### config.mk
export PLATFORM = sky130hd
export DESIGN_NAME = hamming_minmax_engine_flat
export DESIGN_NICKNAME = d
export VERILOG_FILES = /design/src/rtl/hamming_minmax_engine_if.sv /design/src/rtl/hamming_minmax_engine.sv /design/src/flat_wrapper.sv
export SDC_FILE = /design/constraint.sdc
export NUM_CORES = 1
export LEC_CHECK = 0
export CORE_ASPECT_RATIO = 0.6
export CORE_MARGIN = 2
export CORE_UTILIZATION = 35
export CTS_CLUSTER_SIZE = 30
export DETAILED_ROUTE_END_ITERATION = 8
export GPL_ROUTABILITY_DRIVEN = 0
export HOLD_SLACK_MARGIN = 0.08
export PLACE_DENSITY = 0.57
export SLEW_MARGIN = 25
export SYNTH_ARGS = -nofsm -noshare
export SYNTH_HDL_FRONTEND = slang
export SYNTH_SLANG_ARGS = --single-unit
### constraint.sdc
create_clock -name Clk -period 9.3 [get_ports Clk]
set_input_delay 1.86 -clock Clk [delete_from_list [all_inputs] [get_ports Clk]]
set_output_delay 1.86 -clock Clk [all_outputs]
set_load 0.05 [all_outputs]
### src/rtl/hamming_minmax_engine_if.sv
// hamming_minmax_engine_if: start/Done handshake, data-memory bus and result outputs
interface hamming_minmax_engine_if;
    logic       start;
    logic       Done;
    logic [7:0] mem_addr;
    logic       mem_rd_en;
    logic [7:0] mem_rd_data;
    logic       mem_wr_en;
    logic [7:0] mem_wr_data;
    logic [4:0] min_dist;
    logic [4:0] max_dist;
    logic [4:0] min_j;
    logic [4:0] min_k;
    logic [4:0] max_j;
    logic [4:0] max_k;

    modport slave (
        input  start, mem_rd_data,
        output Done, mem_addr, mem_rd_en, mem_wr_en, mem_wr_data,
        output min_dist, max_dist, min_j, min_k, max_j, max_k
    );

    modport master (
        output start, mem_rd_data,
        input  Done, mem_addr, mem_rd_en, mem_wr_en, mem_wr_data,
        input  min_dist, max_dist, min_j, min_k, max_j, max_k
    );
endinterface

### src/rtl/hamming_minmax_engine.sv
// hamming_minmax_engine: min/max pairwise Hamming distance over operands loaded from data memory
module hamming_minmax_engine #(
    parameter int N_OPS    = 32,
    parameter int RES_ADDR = 64
) (
    input  logic                    Clk,
    input  logic                    Reset_n,
    hamming_minmax_engine_if.slave  bus
);
    localparam int          LW    = $clog2(2 * N_OPS);
    localparam int          CW    = $clog2(2 * N_OPS + 1);
    localparam logic [CW-1:0] LEND = CW'(2 * N_OPS);
    localparam logic [4:0]  JL    = 5'(N_OPS - 2);
    localparam logic [4:0]  KL    = 5'(N_OPS - 1);
    localparam logic [7:0]  RA0   = 8'(RES_ADDR);
    localparam logic [7:0]  RA1   = 8'(RES_ADDR + 1);

    typedef enum logic [2:0] {IDLE, LOAD, CMP, WR_MIN, WR_MAX, DONE} state_t;

    state_t        r_state;
    logic          r_start_q;
    logic          r_done;
    logic          r_rd_en;
    logic          r_wr_en;
    logic [7:0]    r_addr;
    logic [7:0]    r_wr_data;
    logic          r_lv;
    logic [LW-1:0] r_la;
    logic [CW-1:0] r_cnt;
    logic [4:0]    r_j;
    logic [4:0]    r_k;
    logic [4:0]    r_min;
    logic [4:0]    r_max;
    logic [4:0]    r_min_j;
    logic [4:0]    r_min_k;
    logic [4:0]    r_max_j;
    logic [4:0]    r_max_k;
    logic [15:0]   r_op [N_OPS];

    logic [15:0]   w_x;
    logic [4:0]    w_dist;
    logic          w_lt;
    logic          w_gt;
    logic          w_last;

    // distance of the pair currently addressed by the scan counters
    always_comb begin
        w_x    = r_op[r_j] ^ r_op[r_k];
        w_dist = '0;
        for (int i = 0; i < 16; i++) w_dist = w_dist + 5'(w_x[i]);
        w_lt   = w_dist < r_min;
        w_gt   = w_dist > r_max;
        w_last = (r_j == JL) && (r_k == KL);
    end

    // returned bytes land in the operand half chosen by the address issued one cycle earlier
    always_ff @(posedge Clk) begin
        if (r_lv && r_la[0]) r_op[r_la[LW-1:1]][7:0] <= bus.mem_rd_data;
        if (r_lv && !r_la[0]) r_op[r_la[LW-1:1]][15:8] <= bus.mem_rd_data;
    end

    // control FSM with registered bus and result outputs
    always_ff @(posedge Clk or negedge Reset_n) begin
        if (!Reset_n) begin
            r_state   <= IDLE;
            r_start_q <= 1'b0;
            r_done    <= 1'b0;
            r_rd_en   <= 1'b0;
            r_wr_en   <= 1'b0;
            r_addr    <= '0;
            r_wr_data <= '0;
            r_lv      <= 1'b0;
            r_la      <= '0;
            r_cnt     <= '0;
            r_j       <= '0;
            r_k       <= '0;
            r_min     <= 5'd16;
            r_max     <= '0;
            r_min_j   <= '0;
            r_min_k   <= '0;
            r_max_j   <= '0;
            r_max_k   <= '0;
        end else begin
            r_start_q <= bus.start;
            r_lv      <= r_rd_en;
            r_la      <= r_addr[LW-1:0];
            case (r_state)
                IDLE: begin
                    if (r_start_q && !bus.start) begin
                        r_state <= LOAD;
                        r_cnt   <= '0;
                        r_addr  <= '0;
                        r_rd_en <= 1'b1;
                        r_j     <= '0;
                        r_k     <= 5'd1;
                        r_min   <= 5'd16;
                        r_max   <= '0;
                        r_min_j <= '0;
                        r_min_k <= '0;
                        r_max_j <= '0;
                        r_max_k <= '0;
                    end
                end
                LOAD: begin
                    r_cnt   <= r_cnt + 1'b1;
                    r_rd_en <= r_cnt < LEND - 1'b1;
                    r_addr  <= r_cnt < LEND - 1'b1 ? r_addr + 8'd1 : 8'd0;
                    if (r_cnt == LEND) r_state <= CMP;
                end
                CMP: begin
                    if (w_lt) begin
                        r_min   <= w_dist;
                        r_min_j <= r_j;
                        r_min_k <= r_k;
                    end
                    if (w_gt) begin
                        r_max   <= w_dist;
                        r_max_j <= r_j;
                        r_max_k <= r_k;
                    end
                    if (w_last) begin
                        r_state   <= WR_MIN;
                        r_wr_en   <= 1'b1;
                        r_addr    <= RA0;
                        r_wr_data <= {3'b0, w_lt ? w_dist : r_min};
                    end else begin
                        r_j <= r_k == KL ? r_j + 5'd1 : r_j;
                        r_k <= r_k == KL ? r_j + 5'd2 : r_k + 5'd1;
                    end
                end
                WR_MIN: begin
                    r_state   <= WR_MAX;
                    r_addr    <= RA1;
                    r_wr_data <= {3'b0, r_max};
                end
                WR_MAX: begin
                    r_state   <= DONE;
                    r_wr_en   <= 1'b0;
                    r_addr    <= '0;
                    r_wr_data <= '0;
                    r_done    <= 1'b1;
                end
                DONE: begin
                    if (bus.start) begin
                        r_state <= IDLE;
                        r_done  <= 1'b0;
                    end
                end
                default: r_state <= IDLE;
            endcase
        end
    end

    assign bus.Done        = r_done;
    assign bus.mem_addr    = r_addr;
    assign bus.mem_rd_en   = r_rd_en;
    assign bus.mem_wr_en   = r_wr_en;
    assign bus.mem_wr_data = r_wr_data;
    assign bus.min_dist    = r_min;
    assign bus.max_dist    = r_max;
    assign bus.min_j       = r_min_j;
    assign bus.min_k       = r_min_k;
    assign bus.max_j       = r_max_j;
    assign bus.max_k       = r_max_k;
endmodule

### src/flat_wrapper.sv
// flat-port wrapper written by rule: the top's interface ports become plain ports
module hamming_minmax_engine_flat 
#(
    parameter int N_OPS    = 32,
    parameter int RES_ADDR = 64
)
  (Clk, Reset_n, bus_start, bus_mem_rd_data, bus_Done, bus_mem_addr, bus_mem_rd_en, bus_mem_wr_en, bus_mem_wr_data, bus_min_dist, bus_max_dist, bus_min_j, bus_min_k, bus_max_j, bus_max_k);
  hamming_minmax_engine_if bus_i ();
  input  logic Clk;
  input  logic Reset_n;
  input wire logic [$bits(bus_i.start)-1:0] bus_start;
  input wire logic [$bits(bus_i.mem_rd_data)-1:0] bus_mem_rd_data;
  output wire logic [$bits(bus_i.Done)-1:0] bus_Done;
  output wire logic [$bits(bus_i.mem_addr)-1:0] bus_mem_addr;
  output wire logic [$bits(bus_i.mem_rd_en)-1:0] bus_mem_rd_en;
  output wire logic [$bits(bus_i.mem_wr_en)-1:0] bus_mem_wr_en;
  output wire logic [$bits(bus_i.mem_wr_data)-1:0] bus_mem_wr_data;
  output wire logic [$bits(bus_i.min_dist)-1:0] bus_min_dist;
  output wire logic [$bits(bus_i.max_dist)-1:0] bus_max_dist;
  output wire logic [$bits(bus_i.min_j)-1:0] bus_min_j;
  output wire logic [$bits(bus_i.min_k)-1:0] bus_min_k;
  output wire logic [$bits(bus_i.max_j)-1:0] bus_max_j;
  output wire logic [$bits(bus_i.max_k)-1:0] bus_max_k;
  assign bus_i.start = bus_start;
  assign bus_i.mem_rd_data = bus_mem_rd_data;
  assign bus_Done = bus_i.Done;
  assign bus_mem_addr = bus_i.mem_addr;
  assign bus_mem_rd_en = bus_i.mem_rd_en;
  assign bus_mem_wr_en = bus_i.mem_wr_en;
  assign bus_mem_wr_data = bus_i.mem_wr_data;
  assign bus_min_dist = bus_i.min_dist;
  assign bus_max_dist = bus_i.max_dist;
  assign bus_min_j = bus_i.min_j;
  assign bus_min_k = bus_i.min_k;
  assign bus_max_j = bus_i.max_j;
  assign bus_max_k = bus_i.max_k;
  hamming_minmax_engine #(.N_OPS(N_OPS), .RES_ADDR(RES_ADDR)) u_core (.Clk(Clk), .Reset_n(Reset_n), .bus(bus_i));
endmodule
==> results of run 1 <==
[through the flow]
step           cells  hold slack, ps  cell area (sq um)
2_1_floorplan   1652             494              27800
3_3_place_gp    2707             429              29500
3_5_place_dp    2707             419              29500
4_1_cts         2801             442              31300
5_1_grt         2801             475              31300
6_report        2801             435              31300
[kinds of logic (layout without fill, tap and decap cells)]
group	Yosys count	after routing	synth area share (%)
xor+xnor	24	24	0.755
simple gates	260	260	4.58
other cells	1	3	0.0135
compound gates	277	277	6.82
fa+ha+maj	32	32	1.71
flops	586	586	61.9
buf+inv	139	222	2.54
mux	331	331	21.7
[worst max-delay path, stage by stage, from the launching register on]
cell and delay, ps:
dfrtp_4 830, buf_4 410, mux4_2 600, a22oi_1 660, a21oi_1 180, xor2_1 200, fa_1 480, fa_1 460
fa_1 510, inv_1 50, fa_1 540, inv_1 60, ha_1 280, nor2b_1 130, o21a_1 170, or3_1 340
and2_1 220, ha_1 320, a21o_1 210, a21oi_1 410, nand3_1 350, nand2_2 330, mux2_2 380
[sequential cells by signal, summed over array words and instances, names as in the netlist, 5 cells and up]
signal and count:
u_core.bus.max_dist 5, u_core.bus.max_j 5, u_core.bus.max_k 5, u_core.bus.mem_addr 8, u_core.bus.mem_wr_data 5, u_core.bus.min_dist 5
u_core.bus.min_j 5, u_core.bus.min_k 5, u_core.r_cnt 7, u_core.r_j 5, u_core.r_k 5, u_core.r_la 6
u_core.r_op 512
[synth_stat cells, types with 21 or more instances]
| master | n |
|---|---|
| mux4_2 | 205 |
| mux2_2 | 27 |
| ha_1 | 22 |
| o22ai_1 | 22 |
| nand3_1 | 23 |
| clkbuf_1 | 48 |
| a22oi_1 | 63 |
| mux2i_1 | 91 |
| dfrtp_1 | 73 |
| nor2_1 | 94 |
| a21oi_1 | 30 |
| buf_2 | 28 |
| o21ai_0 | 64 |
| nand2_1 | 46 |
| edfxtp_1 | 512 |
| a221oi_1 | 21 |
| inv_1 | 25 |
[final timing paths]
path	startpoint	end	slack, ps	depth (start not counted)
setup / recovery	u_core.r_j[0]	u_core.bus.min_k[3]	1010	22
hold / removal	u_core.bus.mem_rd_en	u_core.r_lv	440	0
setup reg to reg	u_core.r_j[0]	u_core.bus.min_k[3]	1010	22
hold reg to reg	u_core.bus.mem_rd_en	u_core.r_lv	440	0
max in group asynchronous	Reset_n	u_core.r_j[1]	7510	1
min in group asynchronous	Reset_n	u_core.r_j[3]	1250	1
[metal layers]
metal | wire, um | GRT usage, %
met5 | 0 | 0
met4 | 1230 | 3.75
met3 | 13000 | 9.05
met2 | 32600 | 25.6
met1 | 38100 | 32.6
[cell type report]
cell class	count	area [sq um]	share of cell area (%)
flip-flops and latches	586	17200	55.1
multi-input cells	927	9950	31.8
clock inverters	28	251	0.803
inverters	25	93.8	0.300
well taps	1066	1330	4.26
clock buffers	66	1480	4.72
repair buffers	103	955	3.05
==> metrics.yaml, run 1 <==
clock_tree:
  clockBufferDepth: 3
  hold_buffers: 0
  insertion_delay_ps: 640
  htree_levels: 2
  cts_buffers: 55
  cts_setup_buffers: 0
  cts_tree: "built"
  clock-sinks: 586
  clk_pin_slew_ps: 70
  cts_resized: 0
  clockRootBuffer: "clkbuf_16"
floorplanning:
  die_h_um: 222
  fp.dieW_um: 368
  coreArea_sq_um: 79100
  die-area_sq_um: 81900
  start_util_pct: 35.2
  fp-row-count: 80
  ios: 60
sta:
  rsz0062_at_grt: "no"
  period_minus_slack_ps: 8290
  final.setup.tns_ps: 0
  slew_headroom_pct: 23.4
  finalHoldViolCount: 0
  max_freq_ghz: 0.121
  tightest_slew_ps: 1150
  finalSetupViolations: 0
  maxSlewViolCount: 0
  fin_skew_ps: 18.4
  fin_crit_sh_pct: 89.2
  fin_ws_ps: 1010
logic_synthesis:
  synth_edf_count: 512
  synthTopCellsByArea: "edfxtp_1 55%, mux4_2 17%, dfrtp_1 6.6%"
  synth-async-reset-ratio_pct: 12.6
  syn_area_per_cell_sq_um: 16.9
  synthCells: 1650
  ys_seq_area_share_pct: 61.9
  synth.cell_area_sq_um: 27800
  synth_top_area_share_pct: 55.2
  yosysWarnings: 0
  ys.flop_type: "edfxtp_1"
  synth_seq_cells: 586
  synth_cell_types: 65
  yosysTopAreaCell: "edfxtp_1"
cells_and_area:
  mostFrequentLayoutCells: "512 x edfxtp_1, 205 x mux4_2, 91 x mux2i_1"
  drive_gt1_share_pct: 22.8
  area_delta_synth_final_pct: 12.4
  final_common_cell: "edfxtp_1"
  utilization_pct: 39.6
  nets: 1741
  n_antenna_cell: 0
  num-fill-cells: 7178
route:
  first_pass_iters: 8
  wire_per_inst_um: 30.3
  drc: 0
  ant_nets: 0
  routed_wl_um: 85000
  dr.first_iter.drc_count: 2534
  num_vias: 17000
  route.detailed.vias_per_inst: 6.07
worst_hold_path:
  hold_path_class: "register to register"
critical_path:
  crit_path_start_kind: "register"
  endpoint_kind: "register"
  critical_path_class: "register to register"
  critical_path_arrival_ps: 8800
  critPathMaxFanout: 25
  critical_path_required_ps: 9810
placed_design:
  port_buffers: 56
  place_hpwl_um: 57400
  place_ws_ps: 1120
global_routing:
  overflow: 0
  antenna_found_initial: 1
  grt_pass1_vias: 16400
  grt_pass1_wl_um: 122000
  grt_util_all_layers_pct: 20.6
  grt_max_degree: 93
outcome:
  status: "completed"
run:
  cap_viol_max_count: 0
Power of run 1 is not shown: default switching activity piles up to over one toggle a cycle in this logic, so the estimate is an artifact.
==> run 2, diff against run 1 <==
--- a/config.mk
+++ b/config.mk
@@ -5,14 +5,15 @@
 export SDC_FILE = /design/constraint.sdc
 export NUM_CORES = 1
 export LEC_CHECK = 0
-export CORE_ASPECT_RATIO = 0.6
+export CORE_ASPECT_RATIO = 0.9
 export CORE_MARGIN = 2
 export CORE_UTILIZATION = 35
 export CTS_CLUSTER_SIZE = 30
 export DETAILED_ROUTE_END_ITERATION = 8
+export DONT_BUFFER_PORTS = 1
 export GPL_ROUTABILITY_DRIVEN = 0
 export HOLD_SLACK_MARGIN = 0.08
-export PLACE_DENSITY = 0.57
+export PLACE_DENSITY = 0.56
 export SLEW_MARGIN = 25
 export SYNTH_ARGS = -nofsm -noshare
 export SYNTH_HDL_FRONTEND = slang
==> metrics.yaml, run 2 (synthesis gave the netlist of run 1 again) <==
critical_path:
  crit_path_start_kind: "register"
  critical_path_required_ps: 9770  # -40 ps
  critical_path_arrival_ps: 8520  # -280 ps
  critPathMaxFanout: 18  # -28%
  endpoint_kind: "register"
  critical_path_class: "register to register"
global_routing:
  overflow: 0  # unchanged
  grt_max_degree: 75  # -19%
  grt_util_all_layers_pct: 20.1  # -0.50 points
  grt_pass1_vias: 16800  # +2.9%
  grt_pass1_wl_um: 120000  # -1.6%
  antenna_found_initial: 1  # unchanged
sta:
  slew_headroom_pct: 25.6  # +2.2 points
  finalHoldViolCount: 0  # unchanged
  period_minus_slack_ps: 8040  # -248 ps
  finalSetupViolations: 0  # unchanged
  final.setup.tns_ps: 0  # unchanged
  max_freq_ghz: 0.124  # +3.1%
  tightest_slew_ps: 1110  # -36.4 ps
  fin_crit_sh_pct: 86.5  # -2.7 points
  maxSlewViolCount: 0  # unchanged
  fin_skew_ps: 18.1  # -0.292 ps
  rsz0062_at_grt: "no"
clock_tree:
  clk_pin_slew_ps: 60  # about the same
  insertion_delay_ps: 610  # -30 ps
  hold_buffers: 0  # unchanged
  cts_tree: "built"
  clock-sinks: 586  # unchanged
  htree_levels: 3  # +1
  cts_resized: 0  # unchanged
  cts_setup_buffers: 0  # unchanged
  cts_buffers: 66  # +20%
  clockBufferDepth: 3  # unchanged
  clockRootBuffer: "clkbuf_16"
floorplanning:
  ios: 60  # unchanged
  fp-row-count: 98  # +23%
  die-area_sq_um: 81800  # about the same
  start_util_pct: 35.2  # about the same
  coreArea_sq_um: 79100  # about the same
  die_h_um: 272  # +22%
  fp.dieW_um: 301  # -18%
route:
  routed_wl_um: 82600  # -2.8%
  route.detailed.vias_per_inst: 6.04  # -0.42%
  wire_per_inst_um: 30.0  # -1.2%
  ant_nets: 0  # unchanged
  first_pass_iters: 6  # -2
  dr.first_iter.drc_count: 2051  # -19%
  drc: 0  # unchanged
  num_vias: 16700  # -2.0%
cells_and_area:
  nets: 1701  # -2.3%
  drive_gt1_share_pct: 23.9  # +1.1 points
  largest_reg_flops: 512  # unchanged
  n_antenna_cell: 0  # unchanged
  mostFrequentLayoutCells: "512 x edfxtp_1, 205 x mux4_2, 91 x mux2i_1"
  num-fill-cells: 7135  # -0.60%
  area_delta_synth_final_pct: 11.9
  final_area_sq_um: 31100  # -0.52%
  final_common_cell: "edfxtp_1"
worst_hold_path:
  hold_path_class: "register to register"
placed_design:
  place_hpwl_um: 55200  # -3.8%
  placed_cell_area_sq_um: 29000  # -1.7%
  port_buffers: 0  # -100%
run:
  cap_viol_max_count: 0  # unchanged
outcome:
  status: "completed"
## run 2: path summary, 6_finish.rpt
kind | cells past startpoint | from | slack, ps | end
min reg2reg | 1 | u_core.r_cnt[0] | 550 | u_core.r_cnt[0]
max reg2reg | 23 | u_core.r_k[0] | 1260 | u_core.bus.min_j[3]
max in group asynchronous | 0 | Reset_n | 8170 | u_core.bus.min_dist[4]
max | 23 | u_core.r_k[0] | 1260 | u_core.bus.min_j[3]
min in group asynchronous | 0 | Reset_n | 950 | u_core.r_cnt[4]
min | 1 | u_core.r_cnt[0] | 550 | u_core.r_cnt[0]
## run 2: final cells by class
class	instances	area [sq um]	share of cell area, %
Clock buffer	91	1900	6.11
Clock inverter	25	194	0.623
Multi-Input combinational cell	927	9950	32.0
Inverter	25	93.8	0.301
Sequential cell	586	17200	55.4
Timing Repair Buffer	52	440	1.41
Tap cell	1050	1310	4.22
## run 2: metrics by stage
| step | worst slack [ps] | hold slack (ps) | util [%] | instances |
|---|---|---|---|---|
| floorplan | 2240 | 494 | - | 1652 |
| global placement | 1360 | 534 | 36.7 | 2640 |
| detailed placement | 1280 | 546 | 36.7 | 2640 |
| CTS | 1220 | 554 | 39.4 | 2756 |
| global route | 802 | 592 | 39.4 | 2756 |
| finish | 1260 | 552 | 39.4 | 2756 |
## run 2: critical path: stages (launching register included)
cell     delay (ps)
dfrtp_4         660
buf_4           340
buf_4           360
mux4_2          570
a22oi_1         300
nand4_1         150
xor2_1          310
fa_1            520
fa_1            470
fa_1            510
inv_1            50
fa_1            590
inv_1            70
ha_1            260
nor2b_1         130
o21a_1          180
or3_1           340
and2_1          220
ha_1            330
a21o_1          200
a21oi_1         340
nand3_1         310
nand2_2         310
mux2_2          370
## run 2: per-layer routing
metal | GRT usage (%) | routed length [um] | vias to the layer above
met5 | 0 | 13 | -
met4 | 5.46 | 2140 | 2
met3 | 4.52 | 7220 | 142
met2 | 31.3 | 38200 | 824
met1 | 28.4 | 35000 | 8867
li1 | - | - | 6815
Power of run 2 is left out for the same reason.
